### src/rtl/jtag_shift_seq.sv
// Sequencer that splits one 1..1023-bit JTAG operation into <=16-bit engine commands.
// Define JTAG_SEQ_READBACK_EN to add the TDO read-back phase (command 5) after each chunk.
module jtag_shift_seq #(
  parameter int DTACK_TMO = 4095
) (
  input  logic        FASTCLK,
  input  logic        RST_B,
  input  logic        START,
  input  logic        TAPRST,
  input  logic        IR,
  input  logic        HEADER,
  input  logic        TAIL,
  input  logic [9:0]  NBITS,
  input  logic [15:0] DIN,
  input  logic        DIN_VALID,
  output logic        DIN_READY,
  output logic [15:0] DOUT,
  output logic        DOUT_VALID,
  output logic        BUSY,
  output logic        DONE,
  output logic        ERR,
  output logic        DEVICE,
  output logic [9:0]  COMMAND,
  output logic [15:0] INDATA,
  output logic        STROBE,
  input  logic        DTACK_B,
  input  logic [15:0] OUTDATA
);

  typedef enum logic [3:0] {
    IDLE, WAIT_DIN, S_SETUP, S_ACK, S_REL, R_SETUP, R_ACK, R_REL, OUT, NEXT, DONE_ST, ERR_ST
  } state_t;

  state_t      state, state_nxt;
  logic        dtack_s1, dtack_s2;
  logic [15:0] tmo_cnt;
  logic        err_q;
  logic [9:0]  cmd_q;
  logic [15:0] indata_q;
  logic [9:0]  r_q;
  logic        first_q, hdr_q, tail_q, ir_q, tap_q;
  logic [3:0]  csize_m1;
  logic [4:0]  chunk;
  logic        last_chunk, idle_like, take_start, start_bad, tmo_hit;

  assign csize_m1   = (r_q >= 10'd16) ? 4'd15 : (r_q[3:0] - 4'd1);
  assign chunk      = 5'(csize_m1) + 5'd1;
  assign last_chunk = (r_q == 10'(chunk));
  assign idle_like  = (state == IDLE) || (state == DONE_ST) || (state == ERR_ST);
  assign take_start = START && idle_like;
  assign start_bad  = !TAPRST && ((NBITS == 10'd0) || (IR && (NBITS > 10'd16)));
  assign tmo_hit    = (tmo_cnt == 16'(DTACK_TMO));

  always_comb begin
    state_nxt  = state;
    DIN_READY  = 1'b0;
    STROBE     = 1'b0;
    DEVICE     = 1'b0;
    DOUT_VALID = 1'b0;
    DONE       = 1'b0;
    BUSY       = 1'b1;
    case (state)
      IDLE, DONE_ST, ERR_ST: begin
        BUSY      = 1'b0;
        DONE      = (state == DONE_ST);
        state_nxt = IDLE;
        if (START) begin
          if (TAPRST)         state_nxt = S_SETUP;
          else if (!start_bad) state_nxt = WAIT_DIN;
        end
      end
      WAIT_DIN: begin
        DIN_READY = 1'b1;
        if (DIN_VALID) state_nxt = S_SETUP;
      end
      S_SETUP: begin
        DEVICE    = 1'b1;
        state_nxt = S_ACK;
      end
      S_ACK: begin
        DEVICE = 1'b1;
        STROBE = 1'b1;
        if (!dtack_s2)    state_nxt = S_REL;
        else if (tmo_hit) state_nxt = ERR_ST;
      end
      S_REL: begin
        DEVICE = 1'b1;
        if (dtack_s2) begin
`ifdef JTAG_SEQ_READBACK_EN
          state_nxt = tap_q ? DONE_ST : R_SETUP;
`else
          state_nxt = tap_q ? DONE_ST : NEXT;
`endif
        end else if (tmo_hit) begin
          state_nxt = ERR_ST;
        end
      end
`ifdef JTAG_SEQ_READBACK_EN
      R_SETUP: begin
        DEVICE    = 1'b1;
        state_nxt = R_ACK;
      end
      R_ACK: begin
        DEVICE = 1'b1;
        STROBE = 1'b1;
        if (!dtack_s2)    state_nxt = R_REL;
        else if (tmo_hit) state_nxt = ERR_ST;
      end
      R_REL: begin
        DEVICE = 1'b1;
        if (dtack_s2)     state_nxt = OUT;
        else if (tmo_hit) state_nxt = ERR_ST;
      end
      OUT: begin
        DOUT_VALID = 1'b1;
        state_nxt  = NEXT;
      end
`endif
      NEXT:    state_nxt = last_chunk ? DONE_ST : WAIT_DIN;
      default: state_nxt = IDLE;
    endcase
  end

  // Control registers and engine-facing outputs
  always_ff @(posedge FASTCLK) begin
    if (!RST_B) begin
      state    <= IDLE;
      dtack_s1 <= 1'b1;
      dtack_s2 <= 1'b1;
      tmo_cnt  <= '0;
      err_q    <= 1'b0;
      cmd_q    <= '0;
      indata_q <= '0;
    end else begin
      state    <= state_nxt;
      dtack_s1 <= DTACK_B;
      dtack_s2 <= dtack_s1;
      // Restarting on every state change gives each ACK/REL phase its own budget
      tmo_cnt  <= (state_nxt != state) ? 16'd0 : tmo_cnt + 16'd1;
      if (take_start) begin
        err_q <= start_bad;
        if (TAPRST) cmd_q <= 10'd6;
      end
      if (state_nxt == ERR_ST) err_q <= 1'b1;
      if (state == WAIT_DIN && DIN_VALID) begin
        indata_q <= DIN;
        cmd_q    <= ir_q ? {csize_m1, 6'd7}
                         : {csize_m1, 4'b0000, tail_q & last_chunk, hdr_q & first_q};
      end
`ifdef JTAG_SEQ_READBACK_EN
      if (state == S_REL && dtack_s2 && !tap_q) cmd_q <= 10'd5;
`endif
    end
  end

  // Operation descriptor, reloaded by every accepted START
  always_ff @(posedge FASTCLK) begin
    if (take_start) begin
      r_q     <= NBITS;
      first_q <= 1'b1;
      hdr_q   <= HEADER;
      tail_q  <= TAIL;
      ir_q    <= IR;
      tap_q   <= TAPRST;
    end else if (state == NEXT) begin
      r_q     <= r_q - 10'(chunk);
      first_q <= 1'b0;
    end
  end

`ifdef JTAG_SEQ_READBACK_EN
  logic [15:0] dout_q;
  // The engine fills its TDO register from the MSB, so a short chunk sits at the top
  always_ff @(posedge FASTCLK) begin
    if (!RST_B)                           dout_q <= '0;
    else if (state == R_ACK && !dtack_s2) dout_q <= OUTDATA >> (5'd16 - chunk);
  end
  assign DOUT = dout_q;
`else
  logic unused_outdata;
  assign unused_outdata = ^OUTDATA;
  assign DOUT = '0;
`endif

  assign ERR     = err_q;
  assign COMMAND = cmd_q;
  assign INDATA  = indata_q;

endmodule
### config.mk
export PLATFORM = sky130hd
export DESIGN_NAME = jtag_shift_seq
export DESIGN_NICKNAME = d
export VERILOG_FILES = /design/src/rtl/jtag_shift_seq.sv
export SDC_FILE = /design/constraint.sdc
export NUM_CORES = 1
export LEC_CHECK = 0
export ABC_CLOCK_PERIOD_IN_PS = 4400
export BUFFER_PORTS_ARGS = -buffer_cell sky130_fd_sc_hd__buf_2
export CAP_MARGIN = 40
export CORE_MARGIN = 10
export CORE_UTILIZATION = 36
export DETAILED_ROUTE_END_ITERATION = 8
export PLACE_DENSITY_LB_ADDON = 0.15
export RECOVER_POWER = 25
export SETUP_SLACK_MARGIN = 0.02
export SLEW_MARGIN = 20
export SYNTH_ARGS = -nofsm -noshare
export SYNTH_HDL_FRONTEND = slang
export SYNTH_SLANG_ARGS = --single-unit
### constraint.sdc
create_clock -name FASTCLK -period 4.4 [get_ports FASTCLK]
set_input_delay 0.22 -clock FASTCLK [delete_from_list [all_inputs] [get_ports FASTCLK]]
set_output_delay 0.22 -clock FASTCLK [all_outputs]
set_load 0.01 [all_outputs]
# ---- Word-level counts from Yosys, hierarchy flattened
# Index checks and enable logic that the tools add are counted.
dict set report op_classes {
  n_addsub 4
  multipliers 0
  div 0
  n_lt_le_gt_ge 2
  n_eq_ne 11
  shifts 0
  muxes 24
  bitwise 3
  reduce_logical 18
}
# operator count
set op_table {}
lappend op_table {{$mux 10} 5}
lappend op_table {{$mux 4} 6}
lappend op_table {{$pmux 4 s6} 1}
lappend op_table {{$add 16x1->16 const B} 1}
lappend op_table {{$eq 16x12->1 const B} 1}
lappend op_table {{$eq 4x4->1 const B} 4}
lappend op_table {{$eq 10x5->1} 1}
lappend op_table {{$ge 10x5->1 const B} 1}
lappend op_table {{$gt 10x5->1 const B} 1}
lappend op_table {{$logic_not 10->1} 1}
lappend op_table {{$sub 10x5->10} 1}
lappend op_table {{$eq 4x2->1 const B} 2}
lappend op_table {{$mux 1} 8}
lappend op_table {{$reduce_bool 2->1} 4}
lappend op_table {{$mux 2} 3}
lappend op_table {{$reduce_or 3->1} 2}
lappend op_table {{$add 4x1->5 const B} 1}
lappend op_table {{$eq 4x1->1 const B} 1}
lappend op_table {{$eq 4x3->1 const B} 1}
lappend op_table {{$logic_and 1x1->1} 4}
lappend op_table {{$logic_not 4->1} 1}
lappend op_table {{$ne 4x4->1} 1}
lappend op_table {{$sub 4x1->4 const B} 1}
lappend op_table {{$logic_or 1x1->1} 3}
lappend op_table {{other kinds (6)} 7}
dict set report totals {
  register_bits 64
  latchBits 0
  ramBits 0
  romBits 0
  in_bits 51
  word_cells 75
  mem_count 0
}

# ---- Longest topological paths before layout
dict set report logic_depth {
  depth_word 10
  ltp_mapped 13
}

# ---- Worst setup path before layout
# OpenSTA, ideal clock, no wires.
dict set report synth_path {
  path_type {register to register}
  startpoint {register r_q[8]}
  endpoint {register tmo_cnt[10]}
  setup_time_ns 0.088
  t_arrival_ns 3.323
  slack_ns 0.989
  stages_incl_launch_ff 14
  path_buffers 1
  path_cell_list {edfxtp_1 nor4_1 nor3b_1 nand2_1 ha_1 xnor2_1 ha_1 and4b_1 and4_1 nor2b_1 a2111oi_2 o22ai_4 buf_6 nor4_2}
}
dict set report synth_via {
  elab_chain_len 8
}
# item line
set synth_lines {}
lappend synth_lines {{start, declared} 40} ;# logic [9:0] r_q;
lappend synth_lines {{start signal, assigned} 166} ;# r_q <= r_q - 10'(chunk);
lappend synth_lines {{$ge 10x5->1} 46} ;# assign csize_m1 = (r_q >= 10'd16) ? 4'd15 : (r_q[3:0] - 4'd1);
lappend synth_lines {{$mux 4} 46}
lappend synth_lines {{$add 4x1->5} 47} ;# assign chunk = 5'(csize_m1) + 5'd1;
lappend synth_lines {{$eq 10x5->1 (*)} 48} ;# assign last_chunk = (r_q == 10'(chunk));
lappend synth_lines {{$mux 4 (*)} 119} ;# NEXT: state_nxt = last_chunk ? DONE_ST : WAIT_DIN;
lappend synth_lines {{$pmux 4 s6 (*)} 62} ;# case (state)
lappend synth_lines {{$ne 4x4->1 (*)} 139} ;# tmo_cnt <= (state_nxt != state) ? 16'd0 : tmo_cnt + 16'd1;
lappend synth_lines {{$reduce_or 2->1 (no source line) (*)} n/a}
lappend synth_lines {{end signal, assigned} 139}
lappend synth_lines {{end, declared} 36} ;# logic [15:0] tmo_cnt;
# Every way passes the cells marked *; elsewhere a longest branch is shown, timed or not.
# A chain may end at the register's enable or synchronous reset.

# ---- Final worst setup path
dict set report layout_path {
  startpoint {register r_q[8]}
  endpoint {register tmo_cnt[4]}
}
# Same word-level chain as after synthesis.

==> flow_summary.yaml <==
power:
  leakage_nw: 1.41
  p_per_area_nw_per_um2: 351
  ir_drop_mv: 0.145
global_route:
  grt_pass1_vias: 2566
  grt_pass1_wl_mm: 12.5
  track_usage: 0.115
  antenna_found_initial: 1
  grt_max_degree: 32
  grt.overflow.total: 0
finish:
  final.fill_count: 959
  area_growth_syn_to_layout_pct: 14.0
  multi_input_area_um2: 1810
  regArea_um2: 1360
  final_area_um2: 3830
  final_util: 0.419
  layout-drive-gt1-share: 0.191
  antenna-diode-count: 0
  nNetsFinal: 480
logic_synthesis:
  syn_area_per_cell_um2: 9.36
  synth_cell_types: 58
  synth_compound_area_frac: 0.151
  synth_top_area_cell: "dfxtp_1"
  synth_area_leaders: "dfxtp_1 (28%), edfxtp_1 (13%), nand2_1 (5.6%)"
  muxShareOfSynthArea: 0.00670
  synth_ff_type: "dfxtp_1"
  synth_xor_xnor_area_share: 0.0652
  synth_edf_count: 14
  yosys.area_share.simple: 0.256
  synth-seq-cells: 61
  synth_commonest_cells: "nand2_1 (50), dfxtp_1 (47), nor2_1 (21), buf_4 (20), a21boi_1 (17)"
  synth_top_area_frac: 0.280
  ys_warn_count: 0
  synthMostInstantiatedCell: "nand2_1"
  synth_top_family_by_area: "simple AND/OR/NAND/NOR gates"
  syn_inst: 359
  ys_seq_area_frac: 0.405
  synthAdderAreaFrac: 0.0357
  syn-cell-area_um2: 3360
  async_reset_ff_frac: 0
flow_run:
  maxCapViolCount: 0
route:
  viasPerCell: 5.04
  drc: 0
  wl_per_cell_um: 15.0
  routed_wl_mm: 8.01
  vias: 2703
  ant_nets: 0
  first_pass_iters: 4
  initialDrtViolationCount: 98
clocking:
  cts_tree: "built"
  cts_hold_buf: 0
  cts_buffers: 9
  cts_resized: 0
  cts_max_path_buffers: 2
  post_cts_buffers: 0
  htree_levels: 3
  worstSkewPairLatency_ns: 0.34
  cts_sinks: 61
  path_clk_slew_ns: 0.07
  root_buffer: "clkbuf_8"
timing:
  fin_skew_ns: 0.00699
  worst_pin_slew_ns: 1.18
  slew-limit-headroom: 0.211
  finalHoldViolCount: 0
  setup_viol: 0
  rsz0062_at_grt: "no"
  setup_tns_ns: 0
  layout_min_cycle_time_ns: 3.76
  slew_violations: 0
  clock.fmax_ghz: 0.266
  period_share: 0.854
worst_hold_path:
  hp-start: "TAIL"
  hp-class: "input pin to register"
worst_setup_path:
  reg2reg_from: "r_q[8]"
  critPathRequiredTime_ns: 4.60
  crit_path_start_kind: "register"
  crit_slowest_cell: "o22ai_4"
  crit_chain: "nor4_1 > nor3b_1 > buf_4 > nand2_1 > ha_1 > xnor2_1 > ha_1 > and4b_1 > and4_1 > nor2b_1 > a2111oi_2 > o22ai_4 > nor4_1"
  endpoint_kind: "register"
  critPathArrivalTime_ns: 3.96
  cpPeakStageDelay_ns: 0.53
  crit_type: "register to register"
  cp-startpoint: "r_q[8]"
  path_max_fanout: 16
outcome:
  status: "complete, no violations"
floorplanning:
  coreArea_um2: 9150
  die_area_um2: 13600
  rows: 35
  fp.dieW_um: 117
  num_io_pins: 100
  start_util: 0.367
  die_height_um: 117
placement:
  gp_congestion: 0.844
  dp_hpwl_mm: 5.93
  port_buffers: 63
  placed_cell_area_um2: 3690
[critical path, delay by kind of cell, from the launching register on]
family,cells,cell delay [ns]
DFF,1,0.43
xor gates and xnor gates,1,0.14
adders and majority gates,2,0.59
AOI/OAI and AO/OA,2,0.64
and+or+nand+nor,7,1.65
buffers and inverters,1,0.17
[metal layers]
| metal | track usage | share of wire | vias up |
|---|---|---|---|
| met4 | 0.0470 | 0.013 | 0 |
| met5 | 0 | 0 | - |
| met3 | 0.0462 | 0.094 | 12 |
| li1 | - | - | 1349 |
| met2 | 0.175 | 0.44 | 71 |
| met1 | 0.142 | 0.45 | 1271 |
[worst paths after layout]
kind         slack (ns)  cells after the start         end
max                0.64                     13  tmo_cnt[4]
min                0.06                      1      tail_q
max reg2reg        0.64                     13  tmo_cnt[4]
min reg2reg        0.41                      1    dtack_s2
[placed cells by master, fill, tap and decap left out, types with 3 or more instances in the layout]
cell,count
nor4b_1,3
and2_1,4
buf_4,4
nand2b_1,4
conb_1,21
nand3_1,10
inv_1,8
nand4_1,3
edfxtp_1,14
a21boi_1,17
clkbuf_8,9
nor4_4,3
nor4_2,11
clkinv_2,4
dfxtp_1,47
nor4_1,7
o21ai_0,4
nor2_1,21
a21oi_1,14
xor2_1,12
clkbuf_1,25
nor3_1,7
buf_2,40
ha_1,8
nor2b_1,10
o21a_1,5
xnor2_1,13
nand2_1,50
a22oi_1,5
o21ai_1,5
[logic make-up (layout without fill, tap and decap cells)]
kind of cell	after synthesis	in the layout
buffers and inverters	46	93
AND/OR/NAND/NOR	145	145
multiplexers	2	2
AO/OA/AOI/OAI	69	69
flip-flops	61	61
XOR/XNOR	25	25
adder cells (fa/ha/maj)	9	9
other	2	21
[stage by stage]
stage / power (mW) / hold WS [ns] / instances / setup slack (ns)
6_report: 1.35 / 0.0621 / 536 / 0.640
5_1_grt: 1.42 / 0.0591 / 536 / 0.367
4_1_cts: 1.36 / 0.0513 / 535 / 0.614
3_5_place_dp: 0.941 / 0.393 / 519 / 0.653
3_3_place_gp: 0.938 / 0.390 / 519 / 0.646
2_1_floorplan: 0.879 / 0.319 / 378 / 0.989
[flip-flops by register name, indices dropped and copies added, names as in the netlist]
register / count
tap_q: 1
tmo_cnt: 16
INDATA: 16
COMMAND: 7
state: 4
hdr_q: 1
tail_q: 1
dtack_s2: 1
first_q: 1
ERR: 1
ir_q: 1
dtack_s1: 1
r_q: 10
[cell type report]
cell class / count / area share
Clock buffer: 11 / 0.0343
Clock inverter: 5 / 0.00686
Inverter: 9 / 0.00881
Multi-Input combinational cell: 271 / 0.472
Sequential cell: 61 / 0.355
Tap cell: 111 / 0.0362
Timing Repair Buffer: 68 / 0.0865
[where the power goes]
| part | switching [mW] | internal, mW | total [mW] | leakage [nW] |
|---|---|---|---|---|
| Sequential | 0.0357 | 0.620 | 0.655 | 0.514 |
| Clock | 0.217 | 0.201 | 0.418 | 0.0872 |
| Combinational | 0.159 | 0.113 | 0.272 | 0.805 |
Note: power is estimated with default switching activity, not from simulation.
